**config.mk**
```make
export PLATFORM = sky130hd
export DESIGN_NAME = ffe_pam4_slicer
export DESIGN_NICKNAME = d
export VERILOG_FILES = /design/src/rtl/ffe_pam4_slicer.sv
export SDC_FILE = /design/constraint.sdc
export NUM_CORES = 1
export LEC_CHECK = 0
export CORE_ASPECT_RATIO = 2
export CORE_UTILIZATION = 45
export CTS_CLUSTER_DIAMETER = 30
export DETAILED_ROUTE_END_ITERATION = 7
export PLACE_DENSITY = 0.68
export SYNTH_ARGS = -nofsm -noshare
export SYNTH_HDL_FRONTEND = slang
export SYNTH_SLANG_ARGS = --single-unit
```
**constraint.sdc**
```tcl
create_clock -name clk -period 2.41 [get_ports clk]
set_input_delay 0.482 -clock clk [delete_from_list [all_inputs] [get_ports clk]]
set_output_delay 0.482 -clock clk [all_outputs]
set_load 0.02 [all_outputs]
```
**src/rtl/ffe_pam4_slicer.sv**
```systemverilog
// PAM4 slicer behind the FFE: slices each strobed sample, computes the slicer
// error against the ideal level and queues {symbol, error} in a show-ahead FIFO.
module ffe_pam4_slicer #(
  parameter int DATA_WIDTH = 12,
  parameter int THRESH     = 512,
  parameter int DEPTH      = 8
) (
  input  logic                      clk,
  input  logic                      rst,
  input  logic [DATA_WIDTH-1:0]     sample_in,
  input  logic                      sample_vld,
  input  logic                      clr_ovf,
  output logic [1:0]                out_symbol,
  output logic [DATA_WIDTH:0]       out_error,
  output logic                      out_valid,
  input  logic                      out_ready,
  output logic [$clog2(DEPTH):0]    fifo_level,
  output logic                      overflow,
  output logic [7:0]                drop_cnt
);
  localparam int AW = $clog2(DEPTH);
  localparam int EW = DATA_WIDTH + 1;

  localparam logic signed [EW-1:0] T_POS = EW'(THRESH);
  localparam logic signed [EW-1:0] T_NEG = EW'(-THRESH);
  localparam logic signed [EW-1:0] L_P3  = EW'(3 * THRESH / 2);
  localparam logic signed [EW-1:0] L_P1  = EW'(THRESH / 2);
  localparam logic signed [EW-1:0] L_N1  = EW'(-(THRESH / 2));
  localparam logic signed [EW-1:0] L_N3  = EW'(-(3 * THRESH / 2));

  typedef struct packed {
    logic [1:0]           sym;
    logic signed [EW-1:0] err;
  } entry_t;

  // ---------------- stage 1: slice ----------------
  logic signed [EW-1:0] samp_x, lvl;
  logic [1:0]           sym;
  entry_t               slice_d, stage_q;
  logic                 stage_vld;

  assign samp_x = {sample_in[DATA_WIDTH-1], sample_in};

  always_comb begin
    sym = 2'b00;
    lvl = L_N3;
    if (samp_x >= T_POS) begin
      sym = 2'b11;
      lvl = L_P3;
    end else if (!samp_x[EW-1]) begin
      sym = 2'b10;
      lvl = L_P1;
    end else if (samp_x >= T_NEG) begin
      sym = 2'b01;
      lvl = L_N1;
    end
  end

  // Sample is within +/-2^(DATA_WIDTH-1) and levels within +/-1.5*THRESH,
  // so the difference always fits in EW bits.
  assign slice_d = '{sym: sym, err: samp_x - lvl};

  always_ff @(posedge clk or negedge rst) begin
    if (!rst) begin
      stage_vld <= 1'b0;
      stage_q   <= '0;
    end else begin
      stage_vld <= sample_vld;
      if (sample_vld) stage_q <= slice_d;
    end
  end

  // ---------------- stage 2: FIFO ----------------
  entry_t          mem [DEPTH];
  entry_t          last_q, head;
  logic [AW-1:0]   wr_ptr, rd_ptr;
  logic            full, push, pop, drop;

  assign out_valid = (fifo_level != '0);
  assign full      = (fifo_level == (AW+1)'(DEPTH));
  assign pop       = out_valid & out_ready;
  // A pop on the same edge frees the slot, so a full FIFO can still accept.
  assign push      = stage_vld & (~full | pop);
  assign drop      = stage_vld & full & ~pop;

  always_ff @(posedge clk) begin
    if (push) mem[wr_ptr] <= stage_q;
  end

  always_ff @(posedge clk or negedge rst) begin
    if (!rst) begin
      wr_ptr     <= '0;
      rd_ptr     <= '0;
      fifo_level <= '0;
      last_q     <= '0;
    end else begin
      if (push) wr_ptr <= wr_ptr + 1'b1;
      if (pop) begin
        rd_ptr <= rd_ptr + 1'b1;
        last_q <= mem[rd_ptr];
      end
      case ({push, pop})
        2'b10:   fifo_level <= fifo_level + 1'b1;
        2'b01:   fifo_level <= fifo_level - 1'b1;
        default: fifo_level <= fifo_level;
      endcase
    end
  end

  // Head when non-empty, otherwise the last popped entry is held.
  assign head       = out_valid ? mem[rd_ptr] : last_q;
  assign out_symbol = head.sym;
  assign out_error  = head.err;

  // ---------------- overflow tracking ----------------
  always_ff @(posedge clk or negedge rst) begin
    if (!rst) begin
      overflow <= 1'b0;
      drop_cnt <= '0;
    end else if (clr_ovf) begin
      overflow <= 1'b0;
      drop_cnt <= '0;
    end else if (drop) begin
      overflow <= 1'b1;
      if (drop_cnt != 8'hFF) drop_cnt <= drop_cnt + 1'b1;
    end
  end

endmodule
```
==> results of run 1 <==
## final timing paths
kind,startpoint,to,slack [ns]
worst max register to register,rd_ptr[0],last_q[13],-0.14
worst min register to register,last_q[0],last_q[0],0.48
min in group clk,last_q[0],last_q[0],0.48
worst max-delay path,rd_ptr[0],out_error[10],-0.15
max in group asynchronous,rst,stage_q[0],1.38
worst min-delay path,rst,fifo_level[2],0.47
## routing by layer
metal | track usage, % | routed length, um | vias up
met5 | 0 | 0 | -
met4 | 8.266 | 320 | 0
met3 | 3.899 | 424 | 25
met2 | 35.71 | 7975 | 80
met1 | 18.95 | 5143 | 2040
li1 | - | - | 1899
## report_power, final
group | switching, uW | internal (uW)
logic | 2190 | 2500
registers | 304 | 3750
clock network | 1050 | 1390
total | 3550 | 7640
## per-stage QoR
step / total power, uW / util [%] / std cells / setup slack [ns] / TNS [ns]
after CTS: 10940 / 58.50 / 768 / -0.2220 / -2.534
final: 11180 / 59.14 / 770 / -0.1468 / -1.942
after global placement: 7724 / 53.04 / 702 / -0.2908 / -1.743
after floorplan: 6236 / - / 434 / 0.003539 / 0
after global routing: 11760 / 59.14 / 770 / -0.2187 / -3.332
after detailed placement: 7839 / 53.04 / 702 / -0.3162 / -2.127
## layout by cell type (no fill, tap or decap), types with 14 or more instances in the layout
| cell | count |
|---|---|
| a21oi_1 | 17 |
| buf_12 | 14 |
| buf_4 | 68 |
| clkbuf_16 | 17 |
| clkdlybuf4s50_1 | 28 |
| dfrtp_1 | 47 |
| edfxtp_1 | 120 |
| mux4_2 | 30 |
| nand2_1 | 31 |
| nor2_1 | 32 |
| o21ai_0 | 23 |
## cell type report
cell class | instances | area share [%]
multi-input combinational | 235 | 23.60
timing repair buffer | 124 | 13.32
sequential | 170 | 54.00
tap | 198 | 2.753
inverter | 11 | 0.4589
clock inverter | 7 | 0.4728
clock buffer | 25 | 5.396
## what timing repair did
action,in CTS,in global routing
resized for setup,82,27
hold buffers,1,0
endpoints found under the hold margin,9,0
gates cloned,2,0
pin swaps,3,8
buffers inserted,31,4
endpoints found under the setup margin,16,22
## worst max-delay path, delay by kind of cell, from the launching register on
kind	cells	cell delay [ns]
buffers and inverters	3	0.42
multiplexers	2	0.74
flip-flops	1	0.40
AO/OA/AOI/OAI	1	0.09
## sequential cells by signal, summed over array words and instances, names as in the netlist, 3 cells and up
register	count
mem	120
fifo_level	4
rd_ptr	3
stage_q	15
wr_ptr	3
drop_cnt	8
last_q	15
## kinds of logic after synthesis
group                    after synthesis
AO/OA/AOI/OAI                         60
XOR/XNOR                               9
adder cells (fa/ha/maj)               13
buffers and inverters                 29
flip-flops                           170
multiplexers                          57
AND/OR/NAND/NOR                       96
==> results.toml, run 1 <==
[yosys]
synth_edf_count = 120
synth_compound_area_share_pct = 4.642
synth_top_area_share_pct = 51.82
yosysWarningCount = 0
synth-seq-cells = 170
avgSynthCellArea_um2 = 16.02
yosysTopAreaCell = "edfxtp_1"
synth_top_family_by_area = "multiplexers"
synthArstFlopShare_pct = 29.41
synthFlopType = "edfxtp_1"
synth_xor_area_share_pct = 1.134
yosysMostFrequentCell = "edfxtp_1"
muxShareOfSynthArea_pct = 13.80
synth_fa_ha_area_share_pct = 2.555
syn_nets = 464
synth_area_leaders = "edfxtp_1 (52%), dfrtp_1 (18%), mux4_2 (9.7%)"
netlist_area_mm2 = 0.006954
synth_cell_types = 37
ys_top_cells_by_count = "edfxtp_1 (120), dfrtp_1 (50), nor2_1 (33)"
synthCells = 434
seq_area_frac_synth_pct = 69.81
synthSimpleGateAreaFrac_pct = 6.369

[detailed_routing]
drt-wirelength-per-cell_um = 18.00
dr.pass1.iters = 7
via_per_inst = 5.252
drt_iter0_markers = 188
routed_wl_um = 13860
postRouteAntennaNets = 0
post-route-drc-count = 1
vias = 4044

[sta]
worst_pin_slew_ns = 0.4928
drv_slew = 0
min_period_over_period_pct = 106.1
finClkSkew_ns = 0.008706
finalHoldViolCount = 0
period_minus_slack_ns = 2.557
rsz0062_at_grt = "true"
fmax_mhz = 391.1
layout_setup_ws_ns = -0.1468
finalSetupViolCount = 17
slew_headroom_pct = 67.15
hold_slack_ns = 0.4679

[power]
p_leak_uw = 0.003350
vdd_drop_max_uv = 500.6
power_density_mw_per_mm2 = 1243

[global_route]
grt_max_degree = 33
grtUsageTotal_pct = 18.51
grt_pass1_wl_um = 21890
overflow = 0
grt_pass1_vias = 4272
antenna_found_initial = 0

[placement]
gp_congestion = 0.8029
place_hpwl_um = 9012
place_area_mm2 = 0.008070
io_buffers = 45

[worst_setup_path]
worstPathCellList = "buf_12 -> buf_12 -> mux4_2 -> mux2i_2 -> a21oi_2 -> buf_4"
worst_path_max_delay_cell = "mux4_2"
rr_worst_depth = 15
critPathMaxFanout = 7
critPathKind = "reg -> out"
max_stage_delay_ns = 0.52
cpMostUsedCell = "buf_12"
worstSetupStartpointType = "flop"
required_ns = 1.93
end_kind = "output pin"
arrival_ns = 2.07

[layout]
multi_input_area_mm2 = 0.002123
antenna_cells = 0
fillers = 1173
register_area_mm2 = 0.004858
drive_gt1_share_pct = 34.09
finalNetCount = 589
syn_to_final_growth_pct = 29.38
final_area_mm2 = 0.008997

[clock_tree]
cts.sinks = 170
clock_path_buffers = 2
htreeDepth = 4
path_clk_slew_ns = 0.06
cts_tree = "built"
clk_latency_ns = 0.42
cts_buffers = 17
root_buffer = "clkbuf_16"

[floorplan]
io_pins = 46
start_util_pct = 45.71
die-width_um = 89.90
die_h_um = 177.8
num_rows = 64
die_area_mm2 = 0.01598
core_area_mm2 = 0.01521

[run]
cap_viol_max_count = 0

[outcome]
status = "complete, but fails checks"
violations = "design-rule violations, negative setup slack"

[worst_hold_path]
hp-class = "in -> async"
Power figures use the tool's default switching activity.
==> inputs of run 2 (changes only) <==
--- a/config.mk
+++ b/config.mk
@@ -10,6 +10,7 @@
 export CTS_CLUSTER_DIAMETER = 30
 export DETAILED_ROUTE_END_ITERATION = 7
 export PLACE_DENSITY = 0.68
+export SLEW_MARGIN = 20
 export SYNTH_ARGS = -nofsm -noshare
 export SYNTH_HDL_FRONTEND = slang
 export SYNTH_SLANG_ARGS = --single-unit
==> results of run 2 <==
No change in the layout: final DEF, timing and power equal those of run 1.
==> inputs of run 3 (changes only) <==
--- a/config.mk
+++ b/config.mk
@@ -5,11 +5,12 @@
 export SDC_FILE = /design/constraint.sdc
 export NUM_CORES = 1
 export LEC_CHECK = 0
+export ABC_CLOCK_PERIOD_IN_PS = 3200
 export CORE_ASPECT_RATIO = 2
 export CORE_UTILIZATION = 45
 export CTS_CLUSTER_DIAMETER = 30
 export DETAILED_ROUTE_END_ITERATION = 7
-export PLACE_DENSITY = 0.68
+export PLACE_DENSITY = 0.65
 export SLEW_MARGIN = 20
 export SYNTH_ARGS = -nofsm -noshare
 export SYNTH_HDL_FRONTEND = slang
==> constraint.sdc (replaced) <==
create_clock -name clk -period 3.2 [get_ports clk]
set_input_delay 0.64 -clock clk [delete_from_list [all_inputs] [get_ports clk]]
set_output_delay 0.64 -clock clk [all_outputs]
set_load 0.02 [all_outputs]
==> run 3 against run 2 <==
The flow now finishes without violations. Total power decreased by 30%. Non-clock buffer count decreased by 61. Clock power decreased by 12%. Sequential share of layout area increased by 3.5 points. Sequential power decreased by 24%. Via count decreased by 5.3%. Largest power group is now registers. Clock-buffer cell count decreased by 3. Cell count decreased by 7.9%. Clock skew decreased by 0.00076 ns.
==> results.toml, run 3 (synthesized netlist as in run 1, its figures left out) <==
[outcome]
status = "complete, no violations"

[detailed_routing]
dr.pass1.iters = 4
vias = 3830
via_per_inst = 5.402
routed_wl_um = 13170
routed.top_layer = "met4"
postRouteAntennaNets = 0
post-route-drc-count = 0
wl_met2_um = 7276
wl_met1_um = 5143
drt_iter0_markers = 282
wl_met3_um = 385
drt-wirelength-per-cell_um = 18.57

[layout]
finalNetCount = 528
utilization_pct = 55.55
antenna_cells = 0
syn_to_final_growth_pct = 21.54
final_cell_mix = "edfxtp_1 (120), dfrtp_1 (49), nor2_1 (33), nand2_1 (32), clkdlybuf4s50_1 (32)"
largest-register = "mem"
final_common_cell = "edfxtp_1"
reg_top3 = "mem (120), last_q (15), stage_q (15)"
final_area_mm2 = 0.008452
drive_gt1_share_pct = 20.16
largest_reg_flops = 120

[sta]
period_minus_slack_ns = 3.089
finClkSkew_ns = 0.007941
finalSetupViolCount = 0
fmax_mhz = 323.7
fin_setup_tns_ns = 0
drv_slew = 0
hold_slack_ns = 0.08761
min_period_over_period_pct = 96.54
layout_setup_ws_ns = 0.1107
rsz0062_at_grt = "false"
worst_pin_slew_ns = 0.8853
finalHoldViolCount = 0
slew_headroom_pct = 40.79

[worst_setup_path]
arrival_ns = 2.45
critPathMaxFanout = 24
end_kind = "output pin"
worstSetupStartpointType = "flop"
required_ns = 2.56
critPathKind = "reg -> out"

[power]
power_density_mw_per_mm2 = 922.7
p_leak_uw = 0.003148
vdd_drop_max_uv = 451.3

[placement]
io_buffers = 45
gp_congestion = 0.7158
pre_cts_slack_ns = 0.1146
place_hpwl_um = 8488
place_area_mm2 = 0.007747

[global_route]
overflow = 0
grt_pass1_wl_um = 21450
antenna_found_initial = 0
grt_max_degree = 33
grtUsageTotal_pct = 18.10
grt_pass1_vias = 4092

[clock_tree]
cts.sinks = 170
root_buffer = "clkbuf_16"
cts_tree = "built"
path_clk_slew_ns = 0.06
clk_latency_ns = 0.42
htreeDepth = 4
cts_buffers = 17
clock_path_buffers = 2

[floorplan]
die_area_mm2 = 0.01598
core_area_mm2 = 0.01521
die-width_um = 89.90
num_rows = 64
die_h_um = 177.8
start_util_pct = 45.71
io_pins = 46

[worst_hold_path]
hp-class = "in -> async"

[run]
cap_viol_max_count = 0
==> run 3: critical path, stage by stage, from the launching register on <==
cell,delay [ns]
dfrtp_1,0.45
nor3_2,0.26
or2b_4,0.36
buf_12,0.17
a21oi_1,0.16
clkdlybuf4s50_1,0.62
==> run 3: power breakdown <==
part	switching (uW)	internal [uW]	total, uW	leakage [uW]
logic	1340	1250	2590	0.00114
registers	247	2820	3070	0.00170
clock network	827	1320	2140	0.000311
total	2420	5380	7800	0.00315
==> run 3: final timing paths <==
kind                       cells after the start           from            end  slack, ns
min in group clk                               2      last_q[3]      last_q[3]       0.48
max reg2reg                                   11  fifo_level[0]  fifo_level[3]       0.64
min reg2reg                                    2      last_q[3]      last_q[3]       0.48
max in group asynchronous                      2            rst      rd_ptr[0]       2.51
min                                            1            rst  fifo_level[0]       0.09
max                                            5  fifo_level[0]   out_error[8]       0.11
==> run 3: what timing repair did <==
action	4_1_cts	5_1_grt
hold buffers	0	0
gates resized for setup	6	11
setup endpoints to repair	13	12
cloned	0	1
setup buffers	0	0
==> run 3: through the flow <==
stage / cells / power (uW)
6_report: 709 / 7798
5_1_grt: 709 / 8228
4_1_cts: 708 / 7890
3_5_place_dp: 676 / 5708
3_3_place_gp: 676 / 5628
2_1_floorplan: 434 / 4688
==> run 3: routing by layer <==
layer | vias to the layer above | global-route usage, %
met1 | 1954 | 19.71
met3 | 24 | 4.413
met2 | 81 | 32.98
met4 | 0 | 8.468
met5 | - | 0
li1 | 1771 | -
==> run 3: cell type report <==
cell class,instances,area (um^2)
clock inverters,10,121.4
flip-flops and latches,170,4856
well taps,198,247.7
clock buffers,22,516.7
multi-input cells,235,2011
fillers,1226,6763
inverters,11,41.29
repair buffers,63,658.1
